File: config.mk
export PLATFORM = sky130hd
export DESIGN_NAME = apmu_ibex_multdiv_arb
export DESIGN_NICKNAME = d
export VERILOG_FILES = /design/src/rtl/apmu_ibex_pkg.sv /design/src/rtl/apmu_ibex_multdiv_rr_sel.sv /design/src/rtl/apmu_ibex_multdiv_arb.sv
export SDC_FILE = /design/constraint.sdc
export NUM_CORES = 1
export LEC_CHECK = 0
export BUFFER_PORTS_ARGS = -buffer_cell sky130_fd_sc_hd__buf_2
export CORE_UTILIZATION = 25
export DETAILED_ROUTE_END_ITERATION = 16
export SLEW_MARGIN = 5
export SYNTH_ARGS = -nofsm -noshare
export SYNTH_HDL_FRONTEND = slang
export SYNTH_SLANG_ARGS = --single-unit
File: constraint.sdc
create_clock -name clk_i -period 1.96 [get_ports clk_i]
set_clock_uncertainty 0.1 [all_clocks]
set_input_delay 0.294 -clock clk_i [delete_from_list [all_inputs] [get_ports clk_i]]
set_output_delay 0.294 -clock clk_i [all_outputs]
set_load 0.05 [all_outputs]
File: src/rtl/apmu_ibex_pkg.sv
// Shared types for the APMU / Ibex multiplier-divider sharing logic.
//   md_op_e      : multdiv operator (MUL low, MUL high, DIV, REM)
//   rv32m_e      : multdiv implementation flavour
//   arb_state_e  : state of the multdiv arbiter FSM
//   md_op_is_div : operator class helper (divider vs multiplier)
package apmu_ibex_pkg;

  typedef enum logic [1:0] {
    MD_OP_MULL = 2'd0,
    MD_OP_MULH = 2'd1,
    MD_OP_DIV  = 2'd2,
    MD_OP_REM  = 2'd3
  } md_op_e;

  typedef enum logic [1:0] {
    RV32MNone        = 2'd0,
    RV32MSlow        = 2'd1,
    RV32MFast        = 2'd2,
    RV32MSingleCycle = 2'd3
  } rv32m_e;

  typedef enum logic [1:0] {
    IDLE = 2'd0,
    BUSY = 2'd1,
    RESP = 2'd2
  } arb_state_e;

  // Starvation counter width; covers the legal Req1MaxWait range 1..255.
  localparam int unsigned WaitCntW = 8;

  function automatic logic md_op_is_div(md_op_e op);
    return (op == MD_OP_DIV) || (op == MD_OP_REM);
  endfunction

endpackage

File: src/rtl/apmu_ibex_multdiv_rr_sel.sv
// Winner select with starvation protection for the two multdiv requesters.
//   clk_i, rst_ni : clock, asynchronous active-low reset
//   arb_en_i      : high in cycles where the arbiter may issue a grant
//   req_i[1:0]    : requests (0 = ID stage, 1 = APMU)
//   kill_i        : core flush, blocks a grant to requester 0
//   gnt_o[1:0]    : combinational one-hot winner
// Requester 0 normally wins. Each arbitration cycle in which requester 1 is
// refused bumps a saturating counter; once it reaches Req1MaxWait, requester 1
// wins the next arbitration and the counter clears.
module apmu_ibex_multdiv_rr_sel
  import apmu_ibex_pkg::*;
#(
  parameter int unsigned Req1MaxWait = 8
) (
  input  logic       clk_i,
  input  logic       rst_ni,
  input  logic       arb_en_i,
  input  logic [1:0] req_i,
  input  logic       kill_i,
  output logic [1:0] gnt_o
);

  localparam logic [WaitCntW-1:0] MaxWait = WaitCntW'(Req1MaxWait);

  logic [WaitCntW-1:0] wait_cnt_d, wait_cnt_q;
  logic                starve_d, starve_q;
  logic                req0_ok;

  assign req0_ok = req_i[0] & ~kill_i;

  // NOTE: every variable assigned in always_comb gets a default first, so no
  // path through the block leaves it unassigned and no latch is inferred.
  always_comb begin
    gnt_o = 2'b00;
    if (arb_en_i) begin
      if (starve_q && req_i[1]) begin
        gnt_o = 2'b10;
      end else if (req0_ok) begin
        gnt_o = 2'b01;
      end else if (req_i[1]) begin
        gnt_o = 2'b10;
      end
    end
  end

  always_comb begin
    wait_cnt_d = wait_cnt_q;
    if (arb_en_i && req_i[1]) begin
      if (gnt_o[1]) begin
        wait_cnt_d = '0;
      end else if (wait_cnt_q != MaxWait) begin
        wait_cnt_d = wait_cnt_q + 1'b1;
      end
    end
    starve_d = (wait_cnt_d == MaxWait);
  end

  // NOTE: sequential state uses non-blocking assignments so every flop samples
  // pre-edge values regardless of statement order.
  always_ff @(posedge clk_i or negedge rst_ni) begin
    if (!rst_ni) begin
      wait_cnt_q <= '0;
      starve_q   <= 1'b0;
    end else begin
      wait_cnt_q <= wait_cnt_d;
      starve_q   <= starve_d;
    end
  end

endmodule

File: src/rtl/apmu_ibex_multdiv_arb.sv
// Shares the EX-stage multiplier/divider between the ID stage (requester 0)
// and the APMU auxiliary compute port (requester 1).
//   req_i/op_i/signed_mode_i/op_a_i/op_b_i : per-requester request and operands
//   kill_i                : core flush, aborts requester-0 work only
//   gnt_o                 : one-hot grant (combinational, IDLE/RESP only)
//   rvalid_o/rdata_o      : one-cycle result pulse and data to the owner
//   mult_*/div_*, operator_o, signed_mode_o, operand_*_o : EX controls/operands
//   multdiv_ready_id_o    : release pulse to the multdiv
//   ex_valid_i/result_ex_i: EX result handshake
//   imd_val_*             : 2x34-bit intermediate value register owned here
module apmu_ibex_multdiv_arb
  import apmu_ibex_pkg::*;
#(
  parameter int unsigned Req1MaxWait = 8,
  parameter rv32m_e      RV32M       = RV32MFast
) (
  input  logic         clk_i,
  input  logic         rst_ni,
  input  logic [1:0]   req_i,
  input  md_op_e       op_i          [2],
  input  logic [1:0]   signed_mode_i [2],
  input  logic [31:0]  op_a_i        [2],
  input  logic [31:0]  op_b_i        [2],
  input  logic         kill_i,
  output logic [1:0]   gnt_o,
  output logic [1:0]   rvalid_o,
  output logic [31:0]  rdata_o,
  output logic         mult_en_o,
  output logic         div_en_o,
  output logic         mult_sel_o,
  output logic         div_sel_o,
  output md_op_e       operator_o,
  output logic [1:0]   signed_mode_o,
  output logic [31:0]  operand_a_o,
  output logic [31:0]  operand_b_o,
  output logic         multdiv_ready_id_o,
  input  logic         ex_valid_i,
  input  logic [31:0]  result_ex_i,
  input  logic [1:0]   imd_val_we_i,
  input  logic [33:0]  imd_val_d_i   [2],
  output logic [33:0]  imd_val_q_o   [2]
);

  localparam logic MdOn = (RV32M != RV32MNone);

  arb_state_e  state_d, state_q;
  logic        owner_d, owner_q;
  md_op_e      operator_d, operator_q;
  logic [1:0]  signed_mode_d, signed_mode_q;
  logic [31:0] operand_a_d, operand_a_q;
  logic [31:0] operand_b_d, operand_b_q;
  logic [31:0] rdata_d, rdata_q;
  logic [33:0] imd_val_d [2];
  logic [33:0] imd_val_q [2];

  logic arb_en, busy, kill_own0, abort, op_div, md_active, winner;

  // Reset also gates the grant so every output reads 0 while rst_ni is low,
  // even with requests held.
  assign arb_en    = MdOn & rst_ni & ((state_q == IDLE) | (state_q == RESP));
  assign busy      = MdOn & (state_q == BUSY);
  assign kill_own0 = kill_i & ~owner_q;
  assign abort     = busy & kill_own0;
  assign op_div    = md_op_is_div(operator_q);
  assign md_active = busy & ~abort;

  apmu_ibex_multdiv_rr_sel #(
    .Req1MaxWait (Req1MaxWait)
  ) u_rr_sel (
    .clk_i    (clk_i),
    .rst_ni   (rst_ni),
    .arb_en_i (arb_en),
    .req_i    (req_i),
    .kill_i   (kill_i),
    .gnt_o    (gnt_o)
  );

  assign winner = gnt_o[1];

  assign mult_sel_o = md_active & ~op_div;
  assign div_sel_o  = md_active &  op_div;
  assign mult_en_o  = md_active & ~op_div;
  assign div_en_o   = md_active &  op_div;

  // A kill that aborts the op still releases the multdiv so it can restart.
  assign multdiv_ready_id_o = busy & (abort | ex_valid_i);

  assign rvalid_o = {owner_q, ~owner_q} & {2{(state_q == RESP) & ~kill_own0}};
  assign rdata_o  = (|rvalid_o) ? rdata_q : '0;

  assign operator_o    = operator_q;
  assign signed_mode_o = signed_mode_q;
  assign operand_a_o   = operand_a_q;
  assign operand_b_o   = operand_b_q;
  assign imd_val_q_o   = imd_val_q;

  always_comb begin
    state_d       = state_q;
    owner_d       = owner_q;
    operator_d    = operator_q;
    signed_mode_d = signed_mode_q;
    operand_a_d   = operand_a_q;
    operand_b_d   = operand_b_q;
    rdata_d       = rdata_q;
    imd_val_d     = imd_val_q;

    unique case (state_q)
      IDLE, RESP: begin
        if (|gnt_o) begin
          state_d       = BUSY;
          owner_d       = winner;
          operator_d    = op_i[winner];
          signed_mode_d = signed_mode_i[winner];
          operand_a_d   = op_a_i[winner];
          operand_b_d   = op_b_i[winner];
        end else begin
          state_d = IDLE;
        end
      end
      BUSY: begin
        if (abort) begin
          state_d = IDLE;
        end else if (ex_valid_i) begin
          state_d = RESP;
          rdata_d = result_ex_i;
        end
      end
      default: state_d = IDLE;
    endcase

    // The multdiv initialises these itself, so they are never cleared between ops.
    if (busy) begin
      for (int i = 0; i < 2; i++) begin
        if (imd_val_we_i[i]) imd_val_d[i] = imd_val_d_i[i];
      end
    end
  end

  always_ff @(posedge clk_i or negedge rst_ni) begin
    if (!rst_ni) begin
      state_q       <= IDLE;
      owner_q       <= 1'b0;
      operator_q    <= MD_OP_MULL;
      signed_mode_q <= '0;
      operand_a_q   <= '0;
      operand_b_q   <= '0;
      rdata_q       <= '0;
      // NOTE: the intermediate register is only two entries and drives ports
      // directly, so it is reset like any other flop rather than left as
      // uninitialised storage.
      for (int i = 0; i < 2; i++) imd_val_q[i] <= '0;
    end else begin
      state_q       <= state_d;
      owner_q       <= owner_d;
      operator_q    <= operator_d;
      signed_mode_q <= signed_mode_d;
      operand_a_q   <= operand_a_d;
      operand_b_q   <= operand_b_d;
      rdata_q       <= rdata_d;
      imd_val_q     <= imd_val_d;
    end
  end

endmodule
==> impl_metrics.yaml <==
status:
  outcome: "finished with violations"
  violations: "negative setup slack"
final_layout:
  nets: 1424
  drive_above_1_share: 0.531
  final_common_cell: "buf_2"
  area_growth_pct: 63.1
  final_cell_mix: "buf_2, dfrtp_1, mux2_2, dlygate4sd3_1, nand2_1"
clock_tree:
  tritoncts: "built"
  cts_buffer_depth: 2
  cts-buffers-inserted: 17
  clk_latency_ns: 0.42
  clock-sinks: 180
  cts_root_buf: "clkbuf_16"
  htree_levels: 4
  clk_pin_slew_ns: 0.07
synth:
  synth_flop_cell: "dfrtp_1"
  async_flop_share: 1.00
  syn-cell-area_um2: 7830
  synth_seq_area_share: 0.575
  synth_nets: 882
  synth_warnings: 0
  syn_inst: 636
  synth_edf_count: 0
  synth.distinct_cells: 43
  ys_ff_latch: 180
  synth_area_per_cell_um2: 12.3
power_and_ir_drop:
  pwr-share-clk: 0.218
  leakagePower_nw: 6.20
  power.internal_mw: 8.64
  p_total_mw: 15.5
  p_sw_frac: 0.443
  p_per_area_nw_per_um2: 1210
  combPwrFrac: 0.427
  ir_drop_mv: 0.555
  p_sw_mw: 6.86
  sequentialPowerShare: 0.355
floorplan:
  rows: 64
  dieHeight_um: 179
  io_pins: 421
  die_width_um: 179
  start_util: 0.255
  core_area_um2: 30700
  dieArea_um2: 32000
grt:
  grt_pass1_vias: 6732
  grt_max_degree: 101
  grt_pass1_wl_um: 35700
  antenna_found_initial: 2
  track_usage: 0.148
  grt-ovfl-total: 0
routing:
  detail_route.wl_per_cell_um: 15.9
  ant_nets: 0
  dr.pass1.iters: 4
  vias_per_cell: 4.25
  drtIter0Drc: 199
  drc: 0
  wl_um: 25200
  num_vias: 6750
placement:
  portBuffers: 420
  place_congestion: 0.791
  dp_hpwl_um: 17400
sta:
  drv_slew: 0
  timing.hold.ws_ns: 0.0343
  worst-slew-pin-transition_ns: 0.455
  finalHoldViolations: 0
  max_freq_mhz: 470
  setup_slack_ns: -0.167
  min_period_ns: 2.13
  max-slew-margin-rel: 0.697
  finalCritPeriodShare: 1.09
  setup_violations: 34
  rsz0062_at_grt: "true"
critical_path:
  crit_path_max_fanout: 8
  required_ns: 1.57
  cp-start-kind: "register"
  worstSetupPathType: "reg -> out"
  worstPathArrival_ns: 1.73
  end_kind: "output pin"
run:
  drv_cap: 0
worst_hold_path:
  min_path_type: "in -> reg"
-- repair_timing --
action                     in CTS  in global routing
pin swaps                       3                 11
hold endpoints to repair      176                  0
resized for setup             100                 33
hold buffers                   97                  0
cloned                          1                  3
buffers inserted                8                  8
setup endpoints to repair      40                178
-- worst max-delay path, cell delays in order, from the launching register on --
cell     delay [ns]
dfrtp_2        0.45
nor3b_4        0.26
buf_6          0.16
buf_12         0.12
and2_1         0.15
buf_6          0.16
-- cell type report --
type,count,area (um^2)
diodes,1,2.50
clock buffers,18,439
clock inverters,14,135
fillers,2873,17900
inverters,4,15.0
multi-input cells,414,3230
flip-flops and latches,180,4510
well taps,396,495
repair buffers,561,3940
-- synth_stat cells, types with 2 or more instances --
master    count  area (um^2)
a21o_1        2         15.0
a21oi_1       2         10.0
and2_1       33          206
and3_1        4         25.0
buf_2        15         75.1
buf_4         9         67.6
clkbuf_1     14         52.6
dfrtp_1     180         4500
ha_1          2         25.0
inv_1         4         15.0
mux2_2      100         1130
mux2i_1      68          681
nand2_1      82          308
nand3_1       5         25.0
nor2_1        4         15.0
nor2_2        2         12.5
nor2b_1       6         37.5
o21ai_0      75          375
o21ai_1       3         15.0
o31ai_1       3         22.5
-- final timing paths --
check                           startpoint                     end  slack, ns  cells past startpoint
max                             state_q[0]              rdata_o[8]      -0.17                      5
min                        imd_val_d_i[24]         imd_val_q_o[24]       0.03                      2
max reg2reg                     state_q[0]       u_rr_sel.starve_q          0                      7
min reg2reg                operand_b_o[17]         operand_b_o[17]       0.38                      2
max in group asynchronous           rst_ni              rdata_q[9]       0.32                      4
min in group asynchronous           rst_ni  u_rr_sel.wait_cnt_q[3]       0.30                      2
-- logic make-up after synthesis --
kind of cell,count (synthesis),synth area share
flops,180,0.575
mux,168,0.231
simple gates,152,0.100
compound gates,91,0.0625
buf+inv,42,0.0268
fa+ha+maj,2,0.00320
xor+xnor,1,0.00112
-- flip-flops by register name, summed over array words and instances (netlist names) --
| name | count |
|---|---|
| owner_q | 1 |
| imd_val_q_o | 68 |
| u_rr_sel.wait_cnt_q | 8 |
| signed_mode_o | 2 |
| operand_b_o | 32 |
| operator_o | 2 |
| state_q | 2 |
| rdata_q | 32 |
| u_rr_sel.starve_q | 1 |
| operand_a_o | 32 |
-- routing by layer --
| metal | vias to the layer above | routed length (um) | GRT usage | share of wire |
|---|---|---|---|---|
| met2 | 311 | 13400 | 0.272 | 0.53 |
| li1 | 3298 | - | - | - |
| met5 | - | 13 | 0 | 0.00052 |
| met3 | 14 | 1730 | 0.0388 | 0.069 |
| met4 | 2 | 191 | 0.0406 | 0.0076 |
| met1 | 3125 | 9910 | 0.166 | 0.39 |
-- power groups by stage --
stage | clock network [mW] | registers [mW] | logic, mW
floorplan | 0 | 8.45 | 1.53
global placement | 0 | 5.52 | 6.25
detailed placement | 0 | 5.54 | 6.31
CTS | 3.53 | 5.49 | 6.58
global route | 3.67 | 5.65 | 6.99
finish | 3.37 | 5.51 | 6.62
-- per-stage QoR --
step / util / instances / setup slack (ns) / cell area (um^2) / TNS [ns]
floorplan: - / 636 / 0.00952 / 7830 / 0
global placement: 0.346 / 1440 / 0.130 / 10600 / 0
detailed placement: 0.346 / 1440 / 0.0761 / 10600 / 0
CTS: 0.409 / 1578 / -0.185 / 12500 / -5.81
global route: 0.416 / 1588 / -0.245 / 12800 / -7.25
finish: 0.416 / 1588 / -0.167 / 12800 / -4.14
(Power assumes the default switching activity.)
